[src/rtl/pygmy_pkg.sv]
// Shared encodings and types for the pygmy core's load/store path.
package pygmy_pkg;

    localparam logic [1:0] HB_BYTE = 2'b00;
    localparam logic [1:0] HB_HALF = 2'b01;
    localparam logic [1:0] HB_WORD = 2'b10;

    localparam logic [1:0] CAUSE_NONE     = 2'd0;
    localparam logic [1:0] CAUSE_MISALIGN = 2'd1;
    localparam logic [1:0] CAUSE_FAULT    = 2'd2;
    localparam logic [1:0] CAUSE_TIMEOUT  = 2'd3;

    typedef enum logic [2:0] {
        IDLE = 3'b001,
        REQ  = 3'b010,
        RESP = 3'b100
    } lsu_state_t;

    // Illegal size or an address that does not sit on its natural boundary.
    function automatic logic misaligned(input logic [1:0] hb, input logic [1:0] addr_lo);
        return (hb == 2'b11) ||
               ((hb == HB_WORD) && (addr_lo != 2'b00)) ||
               ((hb == HB_HALF) && addr_lo[0]);
    endfunction

endpackage

[src/rtl/lsu_load_ext.sv]
// Sign/zero extension of a low-aligned RAM read lane according to access size.
module lsu_load_ext
    import pygmy_pkg::*;
(
    input  logic [31:0] data,
    input  logic [1:0]  hb,
    input  logic        uload,
    output logic [31:0] ext_data
);

    always_comb begin
        ext_data = data;
        if (!uload) begin
            case (hb)
                HB_BYTE: ext_data = {{24{data[7]}}, data[7:0]};
                HB_HALF: ext_data = {{16{data[15]}}, data[15:0]};
                default: ext_data = data;
            endcase
        end
    end

endmodule

[src/rtl/lsu.sv]
// Load/store unit: one operation at a time from execute to the data RAM req/gnt port.
//
// state | meaning
// IDLE  | waiting for valid_i; request checked on accept
// REQ   | mem_req_o high, fields held, waiting for grant or timeout
// RESP  | done_o pulse with registered rdata/err/cause
module lsu
    import pygmy_pkg::*;
#(
    parameter logic [31:0] RAM_BASE  = 32'h0000_0000,
    parameter int unsigned RAM_BYTES = 4096,
    parameter int unsigned TIMEOUT   = 16
) (
    input  logic        clk_i,
    input  logic        rst_ni,
    input  logic        valid_i,
    input  logic        we_i,
    input  logic [1:0]  hb_i,
    input  logic        uload_i,
    input  logic [31:0] addr_i,
    input  logic [31:0] wdata_i,
    output logic        busy_o,
    output logic        done_o,
    output logic [31:0] rdata_o,
    output logic        err_o,
    output logic [1:0]  cause_o,
    output logic        mem_req_o,
    output logic        mem_ce_o,
    output logic        mem_we_o,
    output logic        mem_uload_o,
    output logic [1:0]  mem_hb_o,
    output logic [31:0] mem_addr_o,
    output logic [31:0] mem_wdata_o,
    input  logic        mem_gnt_i,
    input  logic [31:0] mem_rdata_i
);

    localparam int unsigned   CW       = (TIMEOUT > 1) ? $clog2(TIMEOUT) : 1;
    localparam logic [CW-1:0] CNT_LAST = CW'(TIMEOUT - 1);
    localparam logic [32:0]   RAM_END  = {1'b0, RAM_BASE} + 33'(RAM_BYTES);

    lsu_state_t    state_q;
    logic          req_we_q;
    logic          req_uload_q;
    logic [1:0]    req_hb_q;
    logic [31:0]   req_addr_q;
    logic [31:0]   req_wdata_q;
    logic [CW-1:0] cnt_q;
    logic [31:0]   rdata_q;
    logic          err_q;
    logic [1:0]    cause_q;
    logic [31:0]   ext_data;
    logic          bad_align;
    logic          in_range;

    assign bad_align = misaligned(hb_i, addr_i[1:0]);
    assign in_range  = (addr_i >= RAM_BASE) && ({1'b0, addr_i} < RAM_END);

    lsu_load_ext u_load_ext (
        .data     (mem_rdata_i),
        .hb       (req_hb_q),
        .uload    (req_uload_q),
        .ext_data (ext_data)
    );

    always_ff @(posedge clk_i or negedge rst_ni) begin
        if (!rst_ni) begin
            state_q     <= IDLE;
            req_we_q    <= 1'b0;
            req_uload_q <= 1'b0;
            req_hb_q    <= 2'b00;
            req_addr_q  <= 32'h0;
            req_wdata_q <= 32'h0;
            cnt_q       <= '0;
            rdata_q     <= 32'h0;
            err_q       <= 1'b0;
            cause_q     <= CAUSE_NONE;
        end else begin
            case (state_q)
                IDLE: begin
                    if (valid_i) begin
                        req_we_q    <= we_i;
                        req_uload_q <= uload_i;
                        req_hb_q    <= hb_i;
                        req_addr_q  <= addr_i;
                        req_wdata_q <= wdata_i;
                        if (bad_align) begin
                            state_q <= RESP;
                            rdata_q <= 32'h0;
                            err_q   <= 1'b1;
                            cause_q <= CAUSE_MISALIGN;
                        end else if (!in_range) begin
                            state_q <= RESP;
                            rdata_q <= 32'h0;
                            err_q   <= 1'b1;
                            cause_q <= CAUSE_FAULT;
                        end else begin
                            state_q <= REQ;
                            cnt_q   <= '0;
                        end
                    end
                end
                REQ: begin
                    if (mem_gnt_i) begin
                        state_q <= RESP;
                        rdata_q <= req_we_q ? 32'h0 : ext_data;
                        err_q   <= 1'b0;
                        cause_q <= CAUSE_NONE;
                    end else if (cnt_q == CNT_LAST) begin
                        state_q <= RESP;
                        rdata_q <= 32'h0;
                        err_q   <= 1'b1;
                        cause_q <= CAUSE_TIMEOUT;
                    end else begin
                        cnt_q <= cnt_q + 1'b1;
                    end
                end
                RESP:    state_q <= IDLE;
                default: state_q <= IDLE;
            endcase
        end
    end

    assign busy_o      = (state_q != IDLE);
    assign done_o      = (state_q == RESP);
    assign rdata_o     = rdata_q;
    assign err_o       = err_q;
    assign cause_o     = cause_q;
    assign mem_req_o   = (state_q == REQ);
    assign mem_ce_o    = (state_q == REQ);
    // Write enable is qualified so a finished store never lingers on the port.
    assign mem_we_o    = (state_q == REQ) && req_we_q;
    assign mem_uload_o = req_uload_q;
    assign mem_hb_o    = req_hb_q;
    assign mem_addr_o  = req_addr_q;
    assign mem_wdata_o = req_wdata_q;

endmodule
[config.mk]
export PLATFORM = sky130hd
export DESIGN_NAME = lsu
export DESIGN_NICKNAME = d
export VERILOG_FILES = /design/src/rtl/pygmy_pkg.sv /design/src/rtl/lsu_load_ext.sv /design/src/rtl/lsu.sv
export SDC_FILE = /design/constraint.sdc
export NUM_CORES = 1
export LEC_CHECK = 0
export CORE_UTILIZATION = 41
export CTS_CLUSTER_DIAMETER = 200
export DETAILED_ROUTE_END_ITERATION = 10
export PLACE_DENSITY = 0.8
export REMOVE_ABC_BUFFERS = 1
export SLEW_MARGIN = 15
export SYNTH_ARGS = -nofsm -noshare
export SYNTH_HDL_FRONTEND = slang
export SYNTH_SLANG_ARGS = --single-unit
[constraint.sdc]
create_clock -name clk_i -period 2.9 [get_ports clk_i]
set_clock_uncertainty 0.2 [all_clocks]
set_input_delay 0.435 -clock clk_i [delete_from_list [all_inputs] [get_ports clk_i]]
set_output_delay 0.435 -clock clk_i [all_outputs]
set_load 0.02 [all_outputs]
# After elaboration in Yosys (flattened, before gate mapping)
# Index checks and enable logic that the tools add are counted.
# op_classes
add_sub_neg	1
n_lt_le_gt_ge	2
eq_ne	16
n_mux	33
n_reduce_logical	13
# ops
op	n
32-bit 2-to-1 mux	7
32-bit case mux with 2 select lines	2
32-bit by 1-bit >= comparator with 1-bit output (second input constant)	1
32-bit by 13-bit less-than comparator with 1-bit output (second input constant)	1
4-bit 2-to-1 mux	5
3-bit 2-to-1 mux	5
2-bit 2-to-1 mux	5
2-bit != test (second input constant)	5
4-bit case mux with 2 select lines	1
3-bit by 1-bit != test with 1-bit output (second input constant)	2
3-bit case mux with 2 select lines	1
6-bit AND reduction	1
1-bit 2-to-1 mux	5
4-bit by 1-bit adder with 4-bit output (second input constant)	1
2-bit by 1-bit equality test with 1-bit output (second input constant)	2
2-bit equality test (second input constant)	2
4-bit equality test (second input constant)	1
1-bit logical AND	4
2-bit case mux with 2 select lines	1
2-bit AND reduction	2
4-bit AND reduction	1
2-bit nonzero test	2
3-bit by 1-bit equality test with 1-bit output (second input constant)	1
3-bit by 2-bit equality test with 1-bit output (second input constant)	1
5 further kinds	6
# totals
regBits	110
in_bits	104
output_inout_bits	107
word_cells	75

# Longest topological paths before layout
# depth
ltp_word	7
ltp_mapped	7
ltp_nobuf	5

# Hierarchy
# Synthesis repeated with hierarchy kept, for this count alone.
# hier_totals
cells_unflattened	411
area_unflattened_um2	4949.7
# modules_own_cells
module	instances	cells_each	area_each_um2	seq_area_each_um2
lsu	1	346	4485.6	2753.9
lsu_load_ext	1	65	464.2	0.0

# Least setup slack after synthesis
# No wires, ideal clock.
# synth_timing
path_type	register to output
start	reg state_q[2]
end	out mem_we_o
arrival_time_ns	1.440
t_required_ns	2.265
slack_ns	0.825
path_stages_with_launch	5
path_buffers	1
path_cell_list	dfrtp_1 > or3b_2 > clkbuf_1 > inv_2 > and2_1
# synth_via
elab_chain_cells	2
# synth_lines
item	line	rtl
from (decl)	lsu.sv:42	lsu_state_t state_q;
from (signal assigned)	lsu.sv:68	state_q <= IDLE;
from (signal assigned)	lsu.sv:88	state_q <= RESP;
from (signal assigned)	lsu.sv:93	state_q <= RESP;
3-bit by 2-bit equality test with 1-bit output	-	
via mem_ce_o	lsu.sv:28	output logic mem_ce_o,
1-bit logical AND	lsu.sv:132	assign mem_we_o = (state_q == REQ) && req_we_q;
to (decl)	lsu.sv:29	output logic mem_we_o,
# The timed path passes the listed nets, and every way through them passes these cells.

# Worst setup path in the final report
# layout_timing
start	reg state_q[2]
end	out mem_req_o
# layout_via
elab_chain_cells	1
# layout_lines
item	line	rtl
3-bit by 2-bit equality test with 1-bit output	lsu.sv:129	assign mem_req_o = (state_q == REQ);
to (decl)	lsu.sv:27	output logic mem_req_o,
# No other way between the ends.

==> impl_results.md <==
* Share of the synthesized area in the top cell type at 59.5%
* Mapped Cells at 363
* Fin crit period at 2700 ps
* PortBufs at 210
* Number of synthesized flops with an enable pin at 0
* Final Hold Violating Endpoints at 0
* Primary FF master, synth: dfrtp_1
* Die Ht at 108 µm
* Synthesized flop and latch total at 110
* Pre-CTS setup slack at 310 ps
* Crit Path Category: reg -> out
* Largest family of logic cells by synthesized area: multiplexers
* Initial antenna violation count at 0
* Largest area contributor in the netlist: dfrtp_1
* HP Start: mem_wdata_o[18]
* Die ar. at 11,600 µm²
* Critical Path End Type: output pin
* Die W at 108 µm
* Startpoint types: register
* WHS Path Cells at 1
* Fin crit share at 93.2%
* Fin. max-slew vios at 0
* R2r endpoint: rdata_o[12]
* RSZ-0062 raised after global routing: no
* Mux contribution to synthesized area at 16.9%
* Status: complete, no violations
* First-pass GRT wire length at 19,200 µm
* Worst setup margin at 197 ps
* Reg2Reg Depth at 4
* Leakage power at 2.87 nW
* Final net count at 673
* Diode count at 0
* Top Ports at 211
* Worst Path Max Fanout at 10
* Number of H-tree levels at 3
* Post-synthesis cell area at 4580 µm²
* Critical-path cell list: or3b_2 > inv_4 > clkdlybuf4s50_1
* Clock sink total at 110
* Setup violators final at 0
* Residual DRC at 0
* CTS Buf Count at 9
* Rows at 38
* R2r setup slk at 440 ps
* Post-Synth Simple-Gate Area at 8.08%
* Post-synth ARST share at 100%
* Critical Path AT at 2070 ps
* Clock transition at the registers of the reported paths at 100 ps
* Number of setup buffers added after CTS at 0
* Max Cap Violations at 0
* Syn avg cell area at 12.6 µm²
* Clock buffer depth at 2
* DR iter-0 viols at 201
* Final Non-Filler Cells at 713
* Worst-skew pair later-pin latency at 360 ps
* Synth area leaders: dfrtp_1 (60%), mux2_2 (17%), o22ai_1 (3.7%)
* Crit-path slowest cell: clkdlybuf4s50_1
* Worst-Margin Slew at 1030 ps
* Grt ovf at 0
* Xor-xnor portion of the synthesized cell area at 0%
* Post-Route WL at 12,400 µm
* Share of layout cells above drive strength 1 at 17.8%
* Via density at 5.35
* DR pass1 iterations at 4
* Max VDD drop at 0.585 mV
* Initial Util at 42.3%
* Compound-Gate Fraction of Synth Area at 11.4%
* Hold WC Path Type: reg -> reg
* CTS tree: built
* Post-synthesis cell type count at 39
* Power density cells at 880 nW/µm²
* Via count at 3,811
* Global Route Usage Sum at 21.4%
* Fmax at 0.370 GHz
* CTS root buffer: clkbuf_8
* CP peak stage delay at 620 ps
* Placed cells at 696
* Placer Congestion at 0.819
* Post-synthesis adder-cell area fraction at 0.273%
* Core box area at 10,800 µm²
* WL/cell at 17.4 µm
* Register area at 2750 µm²
* Synthesis-to-layout area growth at 52.5%
* Vias in the first global route at 3,860
* Sequential area share after synthesis at 60.1%
* WHS Endpoint: mem_wdata_o[18]
* Fill count at 855
* Post-route ant nets at 0
* Area occupied by multi-input gates at 1680 µm²
* Rel. slew slack at 31.0%
* Ys Warns at 0
* Total Neg Setup Slack at 0 ps
* Largest net degree at the start of global routing at 49
* CP required at 2270 ps
* Worst r2r src: state_q[0]
* Post-DP HPWL at 9050 µm
==> worst max-delay path, delay by kind of cell, from the launching register on <==
family	cells	cell delay [ps]
buffers and inverters	2	770
flip-flops	1	430
AND/OR/NAND/NOR	1	510
==> metrics by stage <==
stage	cell area [µm²]	hold WS (ps)	power (mW)	util, %
2_1_floorplan	4460	-60.6	3.85	-
3_3_place_gp	6800	275	5.26	62.8
3_5_place_dp	6800	284	5.35	62.8
4_1_cts	6990	318	6.21	64.4
5_1_grt	6990	334	6.46	64.5
6_report	6990	312	6.15	64.5
==> how the worst max path moves through the flow <==
stage / to / slack [ps] / start
final: mem_req_o / 200 / state_q[2]
after detailed placement: cause_o[1] / 310 / addr_i[30]
after floorplan: cause_o[0] / -320 / state_q[0]
after global routing: mem_req_o / 110 / state_q[2]
after CTS: mem_we_o / 30 / state_q[2]
after global placement: cause_o[1] / 320 / addr_i[30]
==> power by group <==
group / total [mW] / internal [mW] / switching (mW)
registers: 2.35 / 2.05 / 0.299
clock network: 0.832 / 0.337 / 0.495
logic: 2.97 / 1.56 / 1.41
total: 6.15 / 3.94 / 2.21
==> timing repair <==
| action | 4_1_cts | 5_1_grt |
|---|---|---|
| endpoints found under the hold margin | 45 | 0 |
| gates resized for setup | 1 | 1 |
| hold buffers | 1 | 0 |
| gates cloned | 0 | 0 |
| setup endpoints to repair | 1 | 1 |
==> flip-flops by register name, indices dropped and copies added, names as in the netlist <==
| signal | count |
|---|---|
| cause_o | 2 |
| cnt_q | 4 |
| state_q | 3 |
| mem_hb_o | 2 |
| req_we_q | 1 |
| mem_uload_o | 1 |
| rdata_o | 32 |
| err_o | 1 |
| mem_addr_o | 32 |
| mem_wdata_o | 32 |
==> per-layer routing <==
| metal | global-route usage, % | part of all wire, % |
|---|---|---|
| met5 | 0 | 0 |
| met4 | 5.97 | 1.2 |
| met3 | 6.96 | 8.3 |
| met2 | 37.1 | 51 |
| met1 | 25.4 | 40 |
==> Yosys cell counts, types with 2 or more instances <==
cell,instances
a21oi_1,30
a22oi_1,9
and3_1,3
buf_2,11
buf_4,6
clkbuf_1,6
dfrtp_1,109
inv_1,5
mux2_2,68
nand2_1,38
nor2_1,6
nor3_1,4
nor4_1,5
o21ai_0,9
o22ai_1,27
or2_2,3
or3_1,2
==> area by class of cell <==
cell class              count  area share (%)
clock inverters             3           0.286
inverters                   6           0.358
multi-input cells         224            24.1
well taps                 140            2.51
repair buffers            217            31.2
flip-flops and latches    110            39.4
clock buffers              13            2.13
==> cells in the final DEF (no fill, tap or decap), types with 2 or more instances in the layout <==
| cell type | instances |
|---|---|
| or3_1 | 2 |
| inv_1 | 5 |
| a22oi_1 | 9 |
| mux2_2 | 68 |
| or2_2 | 3 |
| dfrtp_1 | 109 |
| clkinvlp_4 | 2 |
| nor2_1 | 6 |
| clkbuf_8 | 10 |
| o22ai_1 | 27 |
| buf_12 | 2 |
| nor4_1 | 5 |
| buf_4 | 5 |
| nor3_1 | 4 |
| clkdlybuf4s50_1 | 208 |
| a21oi_1 | 30 |
| clkbuf_1 | 3 |
| o21ai_0 | 9 |
| nand2_1 | 38 |
| and3_1 | 3 |
==> logic make-up after synthesis <==
kind of cell               count (synthesis)
AOI/OAI and AO/OA                         83
adders and majority gates                  1
and+or+nand+nor                           71
muxes                                     69
buffers and inverters                     29
DFF                                      110
(Power assumes the default switching activity.)
